File: src/rtl/fetch_unit.sv
// RV64I instruction-fetch stage: credit-limited IM requests, in-order responses, small
// instruction FIFO feeding decode. Define FETCH_PERF_CNT_EN to add performance counters.
module fetch_unit #(
  parameter logic [63:0] RESET_PC   = 64'h0,
  parameter int unsigned FIFO_DEPTH = 2,
  parameter logic [31:0] NOP_INST   = 32'h0000_0013
) (
  input  logic        clk,
  input  logic        rst,
  input  logic        i_stall,
  input  logic        i_redirect_valid,
  input  logic [63:0] i_redirect_pc,
  output logic        o_im_req_valid,
  input  logic        i_im_req_ready,
  output logic [63:0] o_im_req_addr,
  input  logic        i_im_rsp_valid,
  input  logic [31:0] i_im_rsp_data,
  output logic        o_d_valid,
  output logic [31:0] o_d_inst,
  output logic [63:0] o_d_pc
`ifdef FETCH_PERF_CNT_EN
  ,
  output logic [63:0] o_perf_fetched,
  output logic [63:0] o_perf_bubble,
  output logic [31:0] o_perf_dropped
`endif
);

  localparam int unsigned PW = (FIFO_DEPTH > 1) ? $clog2(FIFO_DEPTH) : 1;
  localparam int unsigned CW = $clog2(FIFO_DEPTH + 1);
  localparam logic [CW:0]   DEPTH_W = (CW + 1)'(FIFO_DEPTH);
  localparam logic [CW-1:0] ONE_C   = CW'(1);
  localparam logic [PW-1:0] ONE_P   = PW'(1);

  logic [63:0]   r_fetch_pc;
  logic [63:0]   r_rsp_pc;
  logic [63:0]   r_last_pc;
  logic [CW-1:0] r_outstanding;
  logic [CW-1:0] r_drop_cnt;
  logic [CW-1:0] r_count;
  logic [PW-1:0] r_wr_ptr;
  logic [PW-1:0] r_rd_ptr;
  logic [63:0]   r_fifo_pc   [FIFO_DEPTH];
  logic [31:0]   r_fifo_inst [FIFO_DEPTH];

  logic [CW:0]   w_credit_sum;
  logic          w_req_fire;
  logic          w_rsp_ok;
  logic          w_rsp_drop;
  logic          w_push;
  logic          w_pop;
  logic          w_d_valid;
  logic [63:0]   w_redirect_aligned;
  logic [CW-1:0] w_outstanding_d;
  logic [CW-1:0] w_drop_cnt_d;
  logic [CW-1:0] w_count_d;
  logic          w_unused_pc_lsb;

  assign w_redirect_aligned = {i_redirect_pc[63:2], 2'b00};
  assign w_unused_pc_lsb    = ^i_redirect_pc[1:0];

  // Requests in flight plus buffered entries never exceed the FIFO size.
  assign w_credit_sum   = {1'b0, r_outstanding} + {1'b0, r_count};
  assign o_im_req_valid = rst && (w_credit_sum < DEPTH_W) && !i_redirect_valid;
  assign o_im_req_addr  = r_fetch_pc;
  assign w_req_fire     = o_im_req_valid && i_im_req_ready;

  assign w_rsp_ok   = i_im_rsp_valid && (r_outstanding != '0);
  assign w_rsp_drop = w_rsp_ok && (i_redirect_valid || (r_drop_cnt != '0));
  assign w_push     = w_rsp_ok && !w_rsp_drop;

  assign w_d_valid = (r_count != '0);
  assign w_pop     = w_d_valid && !i_stall && !i_redirect_valid;

  assign o_d_valid = w_d_valid;
  assign o_d_inst  = w_d_valid ? r_fifo_inst[r_rd_ptr] : NOP_INST;
  assign o_d_pc    = w_d_valid ? r_fifo_pc[r_rd_ptr] : r_last_pc;

  always_comb begin
    w_outstanding_d = r_outstanding;
    if (w_req_fire) w_outstanding_d = w_outstanding_d + ONE_C;
    if (w_rsp_ok)   w_outstanding_d = w_outstanding_d - ONE_C;

    w_drop_cnt_d = r_drop_cnt;
    if (i_redirect_valid) begin
      // Every request still in flight after this cycle belongs to the old path.
      w_drop_cnt_d = w_rsp_ok ? (r_outstanding - ONE_C) : r_outstanding;
    end else if (w_rsp_drop) begin
      w_drop_cnt_d = r_drop_cnt - ONE_C;
    end

    w_count_d = r_count;
    if (i_redirect_valid) begin
      w_count_d = '0;
    end else begin
      unique case ({w_push, w_pop})
        2'b10:   w_count_d = r_count + ONE_C;
        2'b01:   w_count_d = r_count - ONE_C;
        default: w_count_d = r_count;
      endcase
    end
  end

  always_ff @(posedge clk or negedge rst) begin
    if (!rst) begin
      r_fetch_pc    <= RESET_PC;
      r_rsp_pc      <= RESET_PC;
      r_last_pc     <= 64'h0;
      r_outstanding <= '0;
      r_drop_cnt    <= '0;
      r_count       <= '0;
      r_wr_ptr      <= '0;
      r_rd_ptr      <= '0;
    end else begin
      r_outstanding <= w_outstanding_d;
      r_drop_cnt    <= w_drop_cnt_d;
      r_count       <= w_count_d;
      r_last_pc     <= o_d_pc;
      if (i_redirect_valid) begin
        r_fetch_pc <= w_redirect_aligned;
        // First surviving response is the first request issued at the target.
        r_rsp_pc   <= w_redirect_aligned;
        r_wr_ptr   <= '0;
        r_rd_ptr   <= '0;
      end else begin
        if (w_req_fire) r_fetch_pc <= r_fetch_pc + 64'd4;
        if (w_push) begin
          r_rsp_pc <= r_rsp_pc + 64'd4;
          r_wr_ptr <= r_wr_ptr + ONE_P;
        end
        if (w_pop) r_rd_ptr <= r_rd_ptr + ONE_P;
      end
    end
  end

  always_ff @(posedge clk) begin
    if (w_push) begin
      r_fifo_pc[r_wr_ptr]   <= r_rsp_pc;
      r_fifo_inst[r_wr_ptr] <= i_im_rsp_data;
    end
  end

`ifdef FETCH_PERF_CNT_EN
  logic [63:0] r_perf_fetched;
  logic [63:0] r_perf_bubble;
  logic [31:0] r_perf_dropped;

  always_ff @(posedge clk or negedge rst) begin
    if (!rst) begin
      r_perf_fetched <= 64'h0;
      r_perf_bubble  <= 64'h0;
      r_perf_dropped <= 32'h0;
    end else begin
      if (w_pop)      r_perf_fetched <= r_perf_fetched + 64'd1;
      if (!w_d_valid) r_perf_bubble  <= r_perf_bubble + 64'd1;
      if (w_rsp_drop) r_perf_dropped <= r_perf_dropped + 32'd1;
    end
  end

  assign o_perf_fetched = r_perf_fetched;
  assign o_perf_bubble  = r_perf_bubble;
  assign o_perf_dropped = r_perf_dropped;
`endif

  assert property (@(posedge clk) disable iff (!rst) i_im_rsp_valid |-> (r_outstanding != '0));

endmodule

File: config.mk
export PLATFORM = sky130hd
export DESIGN_NAME = fetch_unit
export DESIGN_NICKNAME = d
export VERILOG_FILES = /design/src/rtl/fetch_unit.sv
export SDC_FILE = /design/constraint.sdc
export NUM_CORES = 1
export LEC_CHECK = 0
export BUFFER_PORTS_ARGS = -buffer_cell sky130_fd_sc_hd__buf_2
export CORE_MARGIN = 10
export CORE_UTILIZATION = 32
export CTS_CLUSTER_DIAMETER = 120
export DETAILED_ROUTE_END_ITERATION = 8
export PLACE_DENSITY_LB_ADDON = 0.25
export SETUP_SLACK_MARGIN = 0.15
export SYNTH_ARGS = -nofsm -noshare
export SYNTH_HDL_FRONTEND = slang
export SYNTH_SLANG_ARGS = --single-unit
File: constraint.sdc
create_clock -name clk -period 24.3 [get_ports clk]
set_input_delay 1.215 -clock clk [delete_from_list [all_inputs] [get_ports clk]]
set_output_delay 1.215 -clock clk [all_outputs]
set_load 0.02 [all_outputs]
# Word-level counts from Yosys, hierarchy flattened
# Memories as Yosys holds them, arrays and structs flattened.
# Cells that the tools add are included.
# W data, S select, Z words.
[word_totals]
mem_bits_ro = 0
memories = 2
out_inout_bits = 162
wordCells = 63
latch_bits = 0
regBits = 200
in_bits = 102
ram_bits = 192
[memory_table]
columns = ["name", "words", "word_bits", "rd", "rd_clocked_by_memory_dff", "wr", "line", "rtl"]
rows = [
  ["r_fifo_pc", 2, 64, 1, 0, 1, "43", "logic [63:0] r_fifo_pc [FIFO_DEPTH];"],
  ["r_fifo_inst", 2, 32, 1, 0, 1, "44", "logic [31:0] r_fifo_inst [FIFO_DEPTH];"],
]
[op_classes]
muxes = 19
order_cmp = 1
n_bitwise = 0
shifts = 0
n_reduce_logical = 20
n_addsub = 11
mul = 0
n_eq_ne = 2
n_div = 0
[ops]
columns = ["op", "count"]
rows = [
  ["$mux W64", 5],
  ["$add A64 B3 Y64 const B", 2],
  ["$mux W32", 1],
  ["$reduce_bool A2 Y1", 7],
  ["$mux W2", 6],
  ["$logic_and A1 B1 Y1", 8],
  ["$sub A2 B1 Y2 const B", 4],
  ["$mux W1", 6],
  ["$add A2 B1 Y2 const B", 2],
  ["$pmux W2 S2", 1],
  ["$add A2 B2 Y3", 1],
  ["$logic_not A1 Y1", 3],
  ["$lt A3 B2 Y1 const B", 1],
  ["$reduce_bool A3 Y1", 1],
  ["$add A1 B1 Y1 const B", 2],
  ["$eq A2 B1 Y1 const B", 1],
  ["$eq A2 B2 Y1 const B", 1],
  ["$logic_or A1 B1 Y1", 1],
]

# Logic depth before layout (Yosys ltp)
[depth]
word_depth = 8
ltp_mapped = 11
mapped_depth_nobuf = 8

# Worst setup path after synthesis
# Ideal clock, no wire load.
[synth_path]
path_kind = "in2reg"
startpoint = "input i_redirect_valid"
endpoint = "memory r_fifo_inst[0][0] (enable)"
path_stages = 4
slack_ps = 15495
setup_ps = 662
path_buffers = 3
t_arrival_ps = 8142
required_time_ps = 23638
cell_sequence = "buf_6 clkbuf_1 clkbuf_1 nor3_1"
[synth_between]
elab_chain_len = 6
[synth_lines]
columns = ["element", "line", "rtl"]
rows = [
  ["start, declared", "11", "input logic i_redirect_valid,"],
  ["$logic_or A1 B1 Y1", "69", "assign w_rsp_drop = w_rsp_ok && (i_redirect_valid || (r_drop_cnt != '0));"],
  ["$logic_and A1 B1 Y1", "69", ""],
  ["$logic_not A1 Y1", "70", "assign w_push = w_rsp_ok && !w_rsp_drop;"],
  ["$logic_and A1 B1 Y1", "70", ""],
  ["$mux W1", "137", "if (w_push) begin"],
  ["$mux W1 (implied by the code)", "139", "r_fifo_inst[r_wr_ptr] <= i_im_rsp_data;"],
  ["end, declared", "44", ""],
]
# No other way between the ends.

# Worst setup path in the final report
[layout_path]
startpoint = "register r_rd_ptr"
endpoint = "output o_d_pc[29]"
[layout_between]
elab_chain_len = 2
[layout_lines]
columns = ["element", "line", "rtl"]
rows = [
  ["start, declared", "42", "logic [PW-1:0] r_rd_ptr;"],
  ["start signal, assigned", "131", "if (w_pop) r_rd_ptr <= r_rd_ptr + ONE_P;"],
  ["$mem_v2 Z2 W64", "-", ""],
  ["$mux W64", "77", "assign o_d_pc = w_d_valid ? r_fifo_pc[r_rd_ptr] : r_last_pc;"],
  ["end, declared", "20", "output logic [63:0] o_d_pc"],
]
# No other way between the ends.

==> flow_metrics.tcl <==
set metrics [dict create \
    grt.overflow.total 0 \
    cts.sinks 384 \
    fin_setup_tns_ns 0 \
    synth_area_leader_cell "edfxtp_1" \
    rsz0062_at_grt "false" \
    routed-wl-met3_um 3590 \
    clock-root-buffer "clkbuf_16" \
    async_flop_share 0.510 \
    clk-insertion-delay-late_ns 0.59 \
    place_ws_ns 19.84 \
    m1WireLength_um 24700 \
    cap_violations 0 \
    synth_edf_count 188 \
    cts_resized 0 \
    crit_path_end_kind "output port" \
    grt_use_total 0.164 \
    design_area_um2 20800 \
    vias 12900 \
    viasPerCell 5.28 \
    grt_pass1_wl_um 81000 \
    peakVddDrop_v 0.0000509 \
    setup_violations 0 \
    cts.htree.levels 2 \
    total_power_mw 1.99 \
    grt_pass1_vias 12800 \
    antenna_cells 0 \
    ys_seq_elements 384 \
    outcome "finished clean" \
    cts_buffer_depth 3 \
    synth_area_leaders "edfxtp_1 33%, dfrtp_1 28%, mux2i_1 5.9%, nand2_1 3.8%, o21ai_0 2.8%" \
    synth_area_per_cell_um2 11.8 \
    io_pins 264 \
    slew_viol_final 0 \
    syn-cell-area_um2 17300 \
    min_path_type "flip-flop to flip-flop" \
    synthFlopType "dfrtp_1" \
    cts_tree "built" \
    drtPass1Iterations 5 \
    finalHoldViolCount 0 \
    fin_util 0.388 \
    wl_met2_um 23500 \
    cts_buffers 45 \
    dr.max_layer_used "met5" \
    placed_area_um2 19300 \
    slowest_delay_ns 0.86 \
    worst_slack_ns 19.56 \
    timing.slew.headroom 0.321 \
    crit_arrival_ns 3.53 \
    fin_crit_sh 0.195 \
    area_delta_synth_final_pct 20.5 \
    critPathLaunchType "flip-flop" \
    die-area_um2 63700 \
    crit_required_ns 23.08 \
    path_class "flip-flop to output port" \
    place.gp.congestion 0.899 \
    yosys_warnings 0 \
    grt_max_degree 104 \
    ctsHoldBuffers 0 \
    clkTransAtPathRegs_ns 0.06 \
    post_drt_wl_per_cell_um 21.8 \
    syn_inst 1461 \
    dp_hpwl_um 37600 \
    synth.distinct_cells 67 \
    start_util 0.322 \
    antenna_left 0 \
    layout_min_cycle_time_ns 4.74 \
    drive_gt1_frac 0.230 \
    die_y_um 252 \
    fmax_mhz 211 \
    path_cells "buf_4 > buf_4 > mux2i_1 > o21ai_0 > buf_2" \
    final_nets 1816 \
    critPathTopFamily "buffers and inverters" \
    synth_top_area_frac 0.327 \
    die_w_um 252 \
    rows 85 \
    cp.buffers_inverters 3 \
    drc_errors 0 \
    p_per_area_nw_per_um2 95.7 \
    postCtsSetupBuffers 0 \
    tightest_slew_ns 1.01 \
    ys_seq_area_frac 0.610 \
    clock_skew_ns 0.0216 \
    crit_fanout 37 \
    critPathMostFrequentCell "buf_4" \
    grt_antenna_before_repair 2 \
    drt_iter0_markers 1197 \
    p_leak_nw 7.94 \
    slowest_stage "dfrtp_4" \
    io_buffers 259 \
    core_area_um2 53700 \
    wl_um 53100 \
]
==> final timing paths <==
check                                              from                       endpoint  slack [ns]  depth (start not counted)
worst max-delay path               r_rd_ptr$_DFFE_PN0P_                     o_d_pc[29]       19.56                          5
worst min-delay path            r_last_pc[38]$_DFF_PN0_        r_last_pc[38]$_DFF_PN0_        0.48                          2
worst max register to register   r_count[0]$_DFFE_PN0P_  o_im_req_addr[28]$_DFFE_PN0P_       20.46                          8
worst min register to register  r_last_pc[38]$_DFF_PN0_        r_last_pc[38]$_DFF_PN0_        0.48                          2
max in group asynchronous                           rst        r_last_pc[30]$_DFF_PN0_       21.46                          3
min in group asynchronous                           rst  o_im_req_addr[15]$_DFFE_PN0P_        0.70                          1
==> tightest hold or removal path, cell delays in order, from the launching register on <==
cell and delay [ns]:
dfrtp_1 0.32, nand2_1 0.04, o21ai_0 0.08
==> cells in the final DEF, fill, tap and decap left out, types with 24 or more instances in the layout <==
| master | synthesis | layout |
|---|---|---|
| clkbuf_16 | 0 | 47 |
| nor2_1 | 90 | 89 |
| nand4_1 | 60 | 60 |
| xor2_1 | 27 | 27 |
| o21ai_0 | 96 | 96 |
| nand3_1 | 69 | 69 |
| mux2i_1 | 102 | 102 |
| xnor2_1 | 35 | 35 |
| dfrtp_1 | 196 | 195 |
| mux2_2 | 27 | 27 |
| buf_2 | 7 | 258 |
| o311ai_0 | 29 | 29 |
| nor4_1 | 25 | 24 |
| nand2_1 | 173 | 173 |
| edfxtp_1 | 188 | 188 |
| a31oi_1 | 24 | 24 |
| inv_1 | 27 | 26 |
==> sequential cells by signal, indices dropped and copies added, names as in the netlist <==
signal,count
r_rsp_pc,62
r_outstanding,2
r_count,2
r_last_pc,64
r_wr_ptr,1
r_drop_cnt,2
r_fifo_inst,64
o_im_req_addr,62
r_fifo_pc,124
r_rd_ptr,1
==> Yosys cell counts, types with 3 or more instances <==
cell	number
o31ai_1	9
nor4_4	3
nor4_2	6
and4_1	15
or4_1	21
buf_6	3
nand2_1	173
o21ai_0	96
or2_2	4
nand3_1	69
inv_1	27
and3_1	15
edfxtp_1	188
o31a_1	4
nor2_1	90
a21o_1	3
nand4_4	3
nor2b_1	6
ha_1	4
mux2i_1	102
xnor2_1	35
buf_2	7
o311ai_0	29
buf_1	5
o211ai_1	14
dfrtp_1	196
nand2b_1	5
nor4_1	25
o41ai_1	3
or4b_1	3
mux2_2	27
nand4_1	60
and2_1	11
a21oi_1	18
nor3_1	22
a31oi_1	24
clkbuf_1	55
or3_1	21
xor2_1	27
==> through the flow <==
stage	hold slack, ns	cells
after floorplan	0.441	1462
after global placement	0.468	2358
after detailed placement	0.472	2358
after CTS	0.486	2442
after global routing	0.501	2442
final	0.481	2442
==> area by class of cell <==
class | instances | area, µm²
clock inverter | 25 | 267
fill | 5196 | 32900
timing repair buffer | 273 | 1410
multi-input combinational | 977 | 6350
sequential | 384 | 10600
clock buffer | 59 | 1280
inverter | 28 | 108
tap | 696 | 871
==> cells by family (layout without fill, tap and decap cells) <==
family                     Yosys count  count (layout)  synth area share
muxes                              129             129            0.0766
AOI/OAI and AO/OA                  213             213            0.0782
buffers and inverters              101             385            0.0243
other                                1               2          0.000217
adders and majority gates            5               5           0.00405
DFF                                384             384             0.610
and+or+nand+nor                    566             566             0.175
xor gates and xnor gates            62              62            0.0314
==> report_power, final <==
part	switching, mW	internal (mW)	total [mW]
Clock	0.278	0.425	0.703
Combinational	0.307	0.135	0.441
Sequential	0.0666	0.782	0.849
Total	0.652	1.34	1.99
==> metal layers <==
layer | GRT usage | up-vias
met5 | 0 | -
met2 | 0.248 | 430
met3 | 0.0376 | 70
met4 | 0.0547 | 2
li1 | - | 5970
met1 | 0.228 | 6418
(Power assumes the default switching activity.)
